===== src/rtl/cpu_pkg.sv =====
// rtl/cpu_pkg.sv - shared opcodes, FSM states and ALU encoding for multicycle_cpu
//
// Purpose: common definitions imported by multicycle_cpu and regfile_param.
// Contents: OP_WIDTH, opcode constants, state_t, alu_op_t, writes_reg().
package cpu_pkg;

  localparam int OP_WIDTH = 4;

  localparam logic [OP_WIDTH-1:0] OP_ADD  = 4'b0000;
  localparam logic [OP_WIDTH-1:0] OP_SUB  = 4'b0001;
  localparam logic [OP_WIDTH-1:0] OP_AND  = 4'b0010;
  localparam logic [OP_WIDTH-1:0] OP_OR   = 4'b0011;
  localparam logic [OP_WIDTH-1:0] OP_JZ   = 4'b0100;
  localparam logic [OP_WIDTH-1:0] OP_LI   = 4'b0101;
  localparam logic [OP_WIDTH-1:0] OP_HALT = 4'b1111;

  typedef enum logic [1:0] {FETCH, EXEC, HALTED} state_t;

  typedef enum logic [2:0] {ALU_ADD, ALU_SUB, ALU_AND, ALU_OR, ALU_IMM} alu_op_t;

  // Opcodes that commit a result to rd; JZ, HALT and NOPs leave the file alone.
  function automatic logic writes_reg(input logic [OP_WIDTH-1:0] op);
    return (op inside {OP_ADD, OP_SUB, OP_AND, OP_OR, OP_LI});
  endfunction

endpackage


===== src/rtl/regfile_param.sv =====
// rtl/regfile_param.sv - parametrised register file, two async reads, debug read, one sync write
//
// Purpose: architectural registers of multicycle_cpu, cleared by async reset.
// Ports:
//   CLK, RST          clock, async active-high reset
//   ra_sel / ra_val   read port A (combinational)
//   rb_sel / rb_val   read port B (combinational)
//   dbg_sel / dbg_val debug read port (combinational)
//   we, wsel, wdata   synchronous write port
module regfile_param
  import cpu_pkg::*;
#(
  parameter int REG_WIDTH = 8,
  parameter int NUM_REGS  = 4,
  localparam int RIDX     = $clog2(NUM_REGS)
) (
  input  logic                 CLK,
  input  logic                 RST,
  input  logic [RIDX-1:0]      ra_sel,
  output logic [REG_WIDTH-1:0] ra_val,
  input  logic [RIDX-1:0]      rb_sel,
  output logic [REG_WIDTH-1:0] rb_val,
  input  logic [RIDX-1:0]      dbg_sel,
  output logic [REG_WIDTH-1:0] dbg_val,
  input  logic                 we,
  input  logic [RIDX-1:0]      wsel,
  input  logic [REG_WIDTH-1:0] wdata
);

  logic [REG_WIDTH-1:0] regs [NUM_REGS];

  always_ff @(posedge CLK or posedge RST) begin
    if (RST) begin
      for (int i = 0; i < NUM_REGS; i++) regs[i] <= '0;
    end else if (we) begin
      regs[wsel] <= wdata;
    end
  end

  assign ra_val  = regs[ra_sel];
  assign rb_val  = regs[rb_sel];
  assign dbg_val = regs[dbg_sel];

endmodule


===== src/rtl/multicycle_cpu.sv =====
// rtl/multicycle_cpu.sv - multi-cycle core: req/ack instruction fetch, one-cycle execute, sticky halt
//
// Purpose: fetches from external instruction memory, executes ADD/SUB/AND/OR/JZ/LI/HALT.
// Ports:
//   CLK, RST                 clock, async active-high reset
//   run                      gates the start of new fetches
//   imem_req/addr/ack/data   instruction fetch handshake
//   retire                   high for the EXEC cycle of each instruction
//   halted                   core is in HALTED
//   pc                       program counter
//   dbg_sel / dbg_val        combinational register observation
module multicycle_cpu
  import cpu_pkg::*;
#(
  parameter int REG_WIDTH   = 8,
  parameter int NUM_REGS    = 4,
  parameter int ADDR_WIDTH  = 8,
  localparam int RIDX        = $clog2(NUM_REGS),
  localparam int INSTR_WIDTH = OP_WIDTH + 3 * RIDX
) (
  input  logic                   CLK,
  input  logic                   RST,
  input  logic                   run,
  output logic                   imem_req,
  output logic [ADDR_WIDTH-1:0]  imem_addr,
  input  logic                   imem_ack,
  input  logic [INSTR_WIDTH-1:0] imem_data,
  output logic                   retire,
  output logic                   halted,
  output logic [ADDR_WIDTH-1:0]  pc,
  input  logic [RIDX-1:0]        dbg_sel,
  output logic [REG_WIDTH-1:0]   dbg_val
);

  state_t                 state;
  logic [INSTR_WIDTH-1:0] ir;

  logic [OP_WIDTH-1:0]    op;
  logic [RIDX-1:0]        rs, rt, rd;
  logic [2*RIDX-1:0]      imm;
  logic [REG_WIDTH-1:0]   ra_val, rb_val, alu_y, li_val;
  logic [ADDR_WIDTH-1:0]  next_pc;
  alu_op_t                alu_op;
  logic                   reg_we;

  assign op  = ir[INSTR_WIDTH-1 -: OP_WIDTH];
  assign rs  = ir[3*RIDX-1 -: RIDX];
  assign rt  = ir[2*RIDX-1 -: RIDX];
  assign rd  = ir[RIDX-1:0];
  assign imm = {rs, rt};
  // Size cast zero-extends or truncates the {rs,rt} immediate as the widths demand.
  assign li_val = REG_WIDTH'(imm);

  // RST is folded in so the request drops the moment reset asserts.
  assign imem_req  = (state == FETCH) && run && !RST;
  assign imem_addr = pc;
  assign reg_we    = (state == EXEC) && writes_reg(op);

  regfile_param #(
    .REG_WIDTH(REG_WIDTH),
    .NUM_REGS (NUM_REGS)
  ) u_regfile (
    .CLK    (CLK),
    .RST    (RST),
    .ra_sel (rs),
    .ra_val (ra_val),
    .rb_sel (rt),
    .rb_val (rb_val),
    .dbg_sel(dbg_sel),
    .dbg_val(dbg_val),
    .we     (reg_we),
    .wsel   (rd),
    .wdata  (alu_y)
  );

  always_comb begin
    alu_op  = ALU_IMM;
    next_pc = pc + ADDR_WIDTH'(1);
    case (op)
      OP_ADD:  alu_op = ALU_ADD;
      OP_SUB:  alu_op = ALU_SUB;
      OP_AND:  alu_op = ALU_AND;
      OP_OR:   alu_op = ALU_OR;
      OP_JZ:   if (ra_val == '0) next_pc = ADDR_WIDTH'(rb_val);
      OP_HALT: next_pc = pc;
      default: ;
    endcase
  end

  always_comb begin
    case (alu_op)
      ALU_ADD: alu_y = ra_val + rb_val;
      ALU_SUB: alu_y = ra_val - rb_val;
      ALU_AND: alu_y = ra_val & rb_val;
      ALU_OR:  alu_y = ra_val | rb_val;
      default: alu_y = li_val;
    endcase
  end

  // retire and halted are registered alongside the state they describe.
  always_ff @(posedge CLK or posedge RST) begin
    if (RST) begin
      state  <= FETCH;
      pc     <= '0;
      ir     <= '0;
      retire <= 1'b0;
      halted <= 1'b0;
    end else begin
      retire <= 1'b0;
      case (state)
        FETCH: begin
          if (run && imem_ack) begin
            ir     <= imem_data;
            state  <= EXEC;
            retire <= 1'b1;
          end
        end
        EXEC: begin
          pc <= next_pc;
          if (op == OP_HALT) begin
            state  <= HALTED;
            halted <= 1'b1;
          end else begin
            state  <= FETCH;
          end
        end
        HALTED:  halted <= 1'b1;
        default: state  <= FETCH;
      endcase
    end
  end

endmodule


===== config.mk =====
export PLATFORM = sky130hd
export DESIGN_NAME = multicycle_cpu
export DESIGN_NICKNAME = d
export VERILOG_FILES = /design/src/rtl/cpu_pkg.sv /design/src/rtl/regfile_param.sv /design/src/rtl/multicycle_cpu.sv
export SDC_FILE = /design/constraint.sdc
export NUM_CORES = 1
export LEC_CHECK = 0
export BUFFER_PORTS_ARGS = -buffer_cell sky130_fd_sc_hd__buf_4
export CORE_ASPECT_RATIO = 1.1
export CORE_MARGIN = 5
export CORE_UTILIZATION = 35
export CTS_CLUSTER_DIAMETER = 200
export DETAILED_ROUTE_END_ITERATION = 8
export GPL_TIMING_DRIVEN = 0
export SLEW_MARGIN = 20
export SYNTH_ARGS = -nofsm -noshare
export SYNTH_HDL_FRONTEND = slang
export SYNTH_HIERARCHICAL = 1
export SYNTH_SLANG_ARGS = --single-unit

===== constraint.sdc =====
create_clock -name CLK -period 3.2 [get_ports CLK]
set_clock_uncertainty 0.2 [all_clocks]
set_input_delay 0.64 -clock CLK [delete_from_list [all_inputs] [get_ports CLK]]
set_output_delay 0.64 -clock CLK [all_outputs]
set_load 0.03 [all_outputs]

==> run summary <==
### Run status
• run status: finished, violations left
• violations in the final reports: setup timing

### Clock network
• clk_lat worst skew: 0.31 ns
• CTS hold repair buffers: 0
• number of H-tree levels: 2
• clock-pin slew on the worst setup and hold paths: 0.09 ns
• TritonCTS clock tree: built
• largest buffer count on any clock path: 2
• total clock buffers created by CTS: 5
• CTS sink cnt: 54
• Root Buffer Master: sky130_fd_sc_hd__clkbuf_8

### Logic synthesis
• total nets after synthesis: 340
• flip-flop and latch count after synthesis: 54
• number of distinct library cells after synthesis: 48
• leading cell types by total area after synthesis: sky130_fd_sc_hd__dfrtp_1, sky130_fd_sc_hd__mux4_2, sky130_fd_sc_hd__mux2_2
• fraction of post-synthesis cell area in the top cell type by area: 0.376
• share of synthesized registers carrying an async set or reset: 1.00
• netlist area before placement: 3590 um^2
• main flop type after synthesis: sky130_fd_sc_hd__dfrtp_1
• warnings from Yosys: 6
• Avg Cell Area, Syn: 11.5 um^2
• area leader, netlist: sky130_fd_sc_hd__dfrtp_1
• Post-synth EDFFs: 0
• share of the yosys chip area belonging to registers: 0.376
• cell count after synthesis: 312

### Floorplanning
• Die Outline Area: 12400 um^2
• Die H: 116 um
• initial core utilization: 0.362
• x dimension of the die: 107 um
• core area: 9940 um^2
• io pins: 43
• number of cell rows: 38

### STA
• final hold viol count: 0
• Final period util: 1.08
• setup repair after global routing missed its margin: true
• final worst setup slack: -0.255 ns
• min cycle time layout: 3.46 ns
• Setup violations, final: 20
• Slew Limit Fails: 0
• Slew headroom: 0.418
• Fmax achieved: 0.289 GHz
• actual transition at the worst max-transition pin: 0.872 ns

### Global route
• overall routing resource usage: 0.151
• global-route wire length before repair: 15.0 mm
• antenna violations before repair: 0
• maximum number of pins on one net before global-route repair: 33
• Congestion Overflow GR: 0
• vias in the first global route: 2954

### Place
• placed wire-length estimate: 6.28 mm
• placer congestion estimate: 0.861
• area of placed instances: 4100 um^2
• dpl ws: -0.344 ns
• IO buf count: 40

### Setup path
• critical path capture point type: flop
• arrival time of data at the critical path endpoint: 3.45 ns
• Critical Path RT: 3.20 ns
• startpoint-to-endpoint class of the critical path: reg -> reg
• worst reg2reg path depth: 13
• worst reg2reg path startpoint: ir[2]$_DFFE_PP0P_
• worst reg-to-reg setup slack: -0.26 ns
• Critical Path Fanout Max: 4
• critical path startpoint category: flop
• end of the worst register-to-register path: u_regfile/regs[22]$_DFFE_PP0P_

### Worst hold path
• class of the tightest hold or removal check: in -> async

### Power and ir drop
• part of the power in combinational logic: 0.715
• cell-internal power: 0.00312 W
• clock network fraction of total power: 0.067
• proportion of power drawn by flip-flops and latches: 0.218
• P per Cell Area: 1230 nW/um^2
• net switching component of the power: 0.00251 W
• highest ir drop seen on vdd: 467 uV
• switching fraction of total power: 0.446
• leakage power summed over all cells: 2.01 nW

### Drt
• starting DRC count in detailed routing: 141
• vias after detailed routing: 2756
• # DRC: 0
• final WL: 8.88 mm
• post-detailed-route wirelength per cell: 17.5 um
• length of the first detailed-routing pass in iterations: 5
• number of vias per cell after detailed routing: 5.45
• Detail Route Antenna Nets: 0

### Finish
• FF/Latch Area: 1350 um^2
• area growth from synthesis to layout: 27.1%
• Filler Cells Inserted: 928
• commonest non-fill, non-tap cell in the layout: sky130_fd_sc_hd__buf_4
• cell area after layout: 4570 um^2
• commonest non-fill, non-tap cells in the layout: sky130_fd_sc_hd__buf_4, sky130_fd_sc_hd__dfrtp_1, sky130_fd_sc_hd__mux2_2
• diode count: 0
• multi-input gate area in the final layout: 2280 um^2
• fraction of layout instances using a drive strength above 1: 0.508
• NumNets Final: 414

### Flow run
• number of max-capacitance violations reported: 0

## kinds of logic (layout without fill, tap and decap cells)
logic type      count (synthesis)  count (layout)  share of synthesized area
simple gates                   72              72                      0.116
xor+xnor                       10              10                     0.0244
compound gates                 55              55                     0.0891
buf+inv                        36             110                     0.0494
mux                            67              67                      0.285
fa+ha+maj                      18              18                     0.0606
flops                          54              54                      0.376
## state kept, by name (all words and copies together), names as in the netlist
register,count
halted,1
state,2
ir,10
imem_addr,8
retire,1
u_regfile/regs,32
## how the worst max path moves through the flow
stage	start	end	slack, ns	cells after the start
2_1_floorplan	ir[2]$_DFFE_PP0P_	u_regfile/regs[12]$_DFFE_PP0P_	-0.01	13
3_3_place_gp	ir[2]$_DFFE_PP0P_	u_regfile/regs[30]$_DFFE_PP0P_	-0.30	13
3_5_place_dp	ir[2]$_DFFE_PP0P_	u_regfile/regs[22]$_DFFE_PP0P_	-0.34	13
4_1_cts	ir[2]$_DFFE_PP0P_	u_regfile/regs[12]$_DFFE_PP0P_	-0.19	12
5_1_grt	ir[2]$_DFFE_PP0P_	u_regfile/regs[22]$_DFFE_PP0P_	-0.40	13
6_report	ir[2]$_DFFE_PP0P_	u_regfile/regs[22]$_DFFE_PP0P_	-0.26	13
## synthesized netlist by cell type, types with 8 or more instances
master	count
sky130_fd_sc_hd__o21ai_0	13
sky130_fd_sc_hd__nor2_1	17
sky130_fd_sc_hd__nand2_1	20
sky130_fd_sc_hd__buf_2	10
sky130_fd_sc_hd__dfrtp_1	54
sky130_fd_sc_hd__a21oi_1	20
sky130_fd_sc_hd__xnor2_1	8
sky130_fd_sc_hd__inv_1	14
sky130_fd_sc_hd__ha_1	11
sky130_fd_sc_hd__mux4_2	24
sky130_fd_sc_hd__buf_4	8
sky130_fd_sc_hd__mux2_2	42
## cell type report
cell class,instances,area share
multi-input cells,222,0.499
well taps,120,0.0329
plain buffers,22,0.0301
repair buffers,67,0.113
clock inverters,2,0.00301
flip-flops and latches,54,0.296
clock buffers,5,0.0151
inverters,14,0.0115
## critical path, stage by stage (launching register included)
cell	delay (ns)
sky130_fd_sc_hd__dfrtp_1	0.38
sky130_fd_sc_hd__buf_6	0.14
sky130_fd_sc_hd__mux4_2	0.58
sky130_fd_sc_hd__inv_2	0.11
sky130_fd_sc_hd__ha_4	0.20
sky130_fd_sc_hd__mux2_4	0.28
sky130_fd_sc_hd__fa_2	0.37
sky130_fd_sc_hd__nor2b_4	0.12
sky130_fd_sc_hd__o21a_1	0.16
sky130_fd_sc_hd__o21a_1	0.18
sky130_fd_sc_hd__o21a_1	0.13
sky130_fd_sc_hd__o211ai_1	0.08
sky130_fd_sc_hd__buf_4	0.16
sky130_fd_sc_hd__mux2_4	0.26
## repair_timing
item | 4_1_cts | 5_1_grt
pin swaps | 13 | 11
buffers inserted | 22 | 5
cloned | 0 | 0
endpoints found under the hold margin | 0 | 0
setup endpoints to repair | 24 | 28
gates resized for setup | 27 | 14
## power by group through the flow
stage          clock (W)  sequential, W  combinational (W)
6_report        0.000378        0.00123            0.00402
4_1_cts         0.000401        0.00122            0.00371
5_1_grt         0.000418        0.00129            0.00437
3_5_place_dp           0        0.00124            0.00305
3_3_place_gp           0        0.00122            0.00303
2_1_floorplan          0        0.00126            0.00229
## metal layers
layer / wire [um] / vias to the layer above / share of wire / track usage
met3: 339 / 6 / 0.038 / 0.0205
met4: 74 / 0 / 0.0083 / 0.0315
met1: 4000 / 1396 / 0.45 / 0.198
met5: 0 / - / 0 / 0
met2: 4470 / 54 / 0.50 / 0.268
li1: - / 1300 / - / -
## metrics by stage
stage	hold slack (ns)	setup TNS, ns	power (W)	utilization	std cells
2_1_floorplan	0.260	-0.0451	0.00355	-	312
3_3_place_gp	0.264	-5.18	0.00425	0.412	472
3_5_place_dp	0.260	-5.78	0.00429	0.412	472
4_1_cts	0.265	-3.06	0.00533	0.449	501
5_1_grt	0.307	-6.57	0.00607	0.460	506
6_report	0.257	-3.04	0.00563	0.460	506
Note: power is estimated with default switching activity, not from simulation.
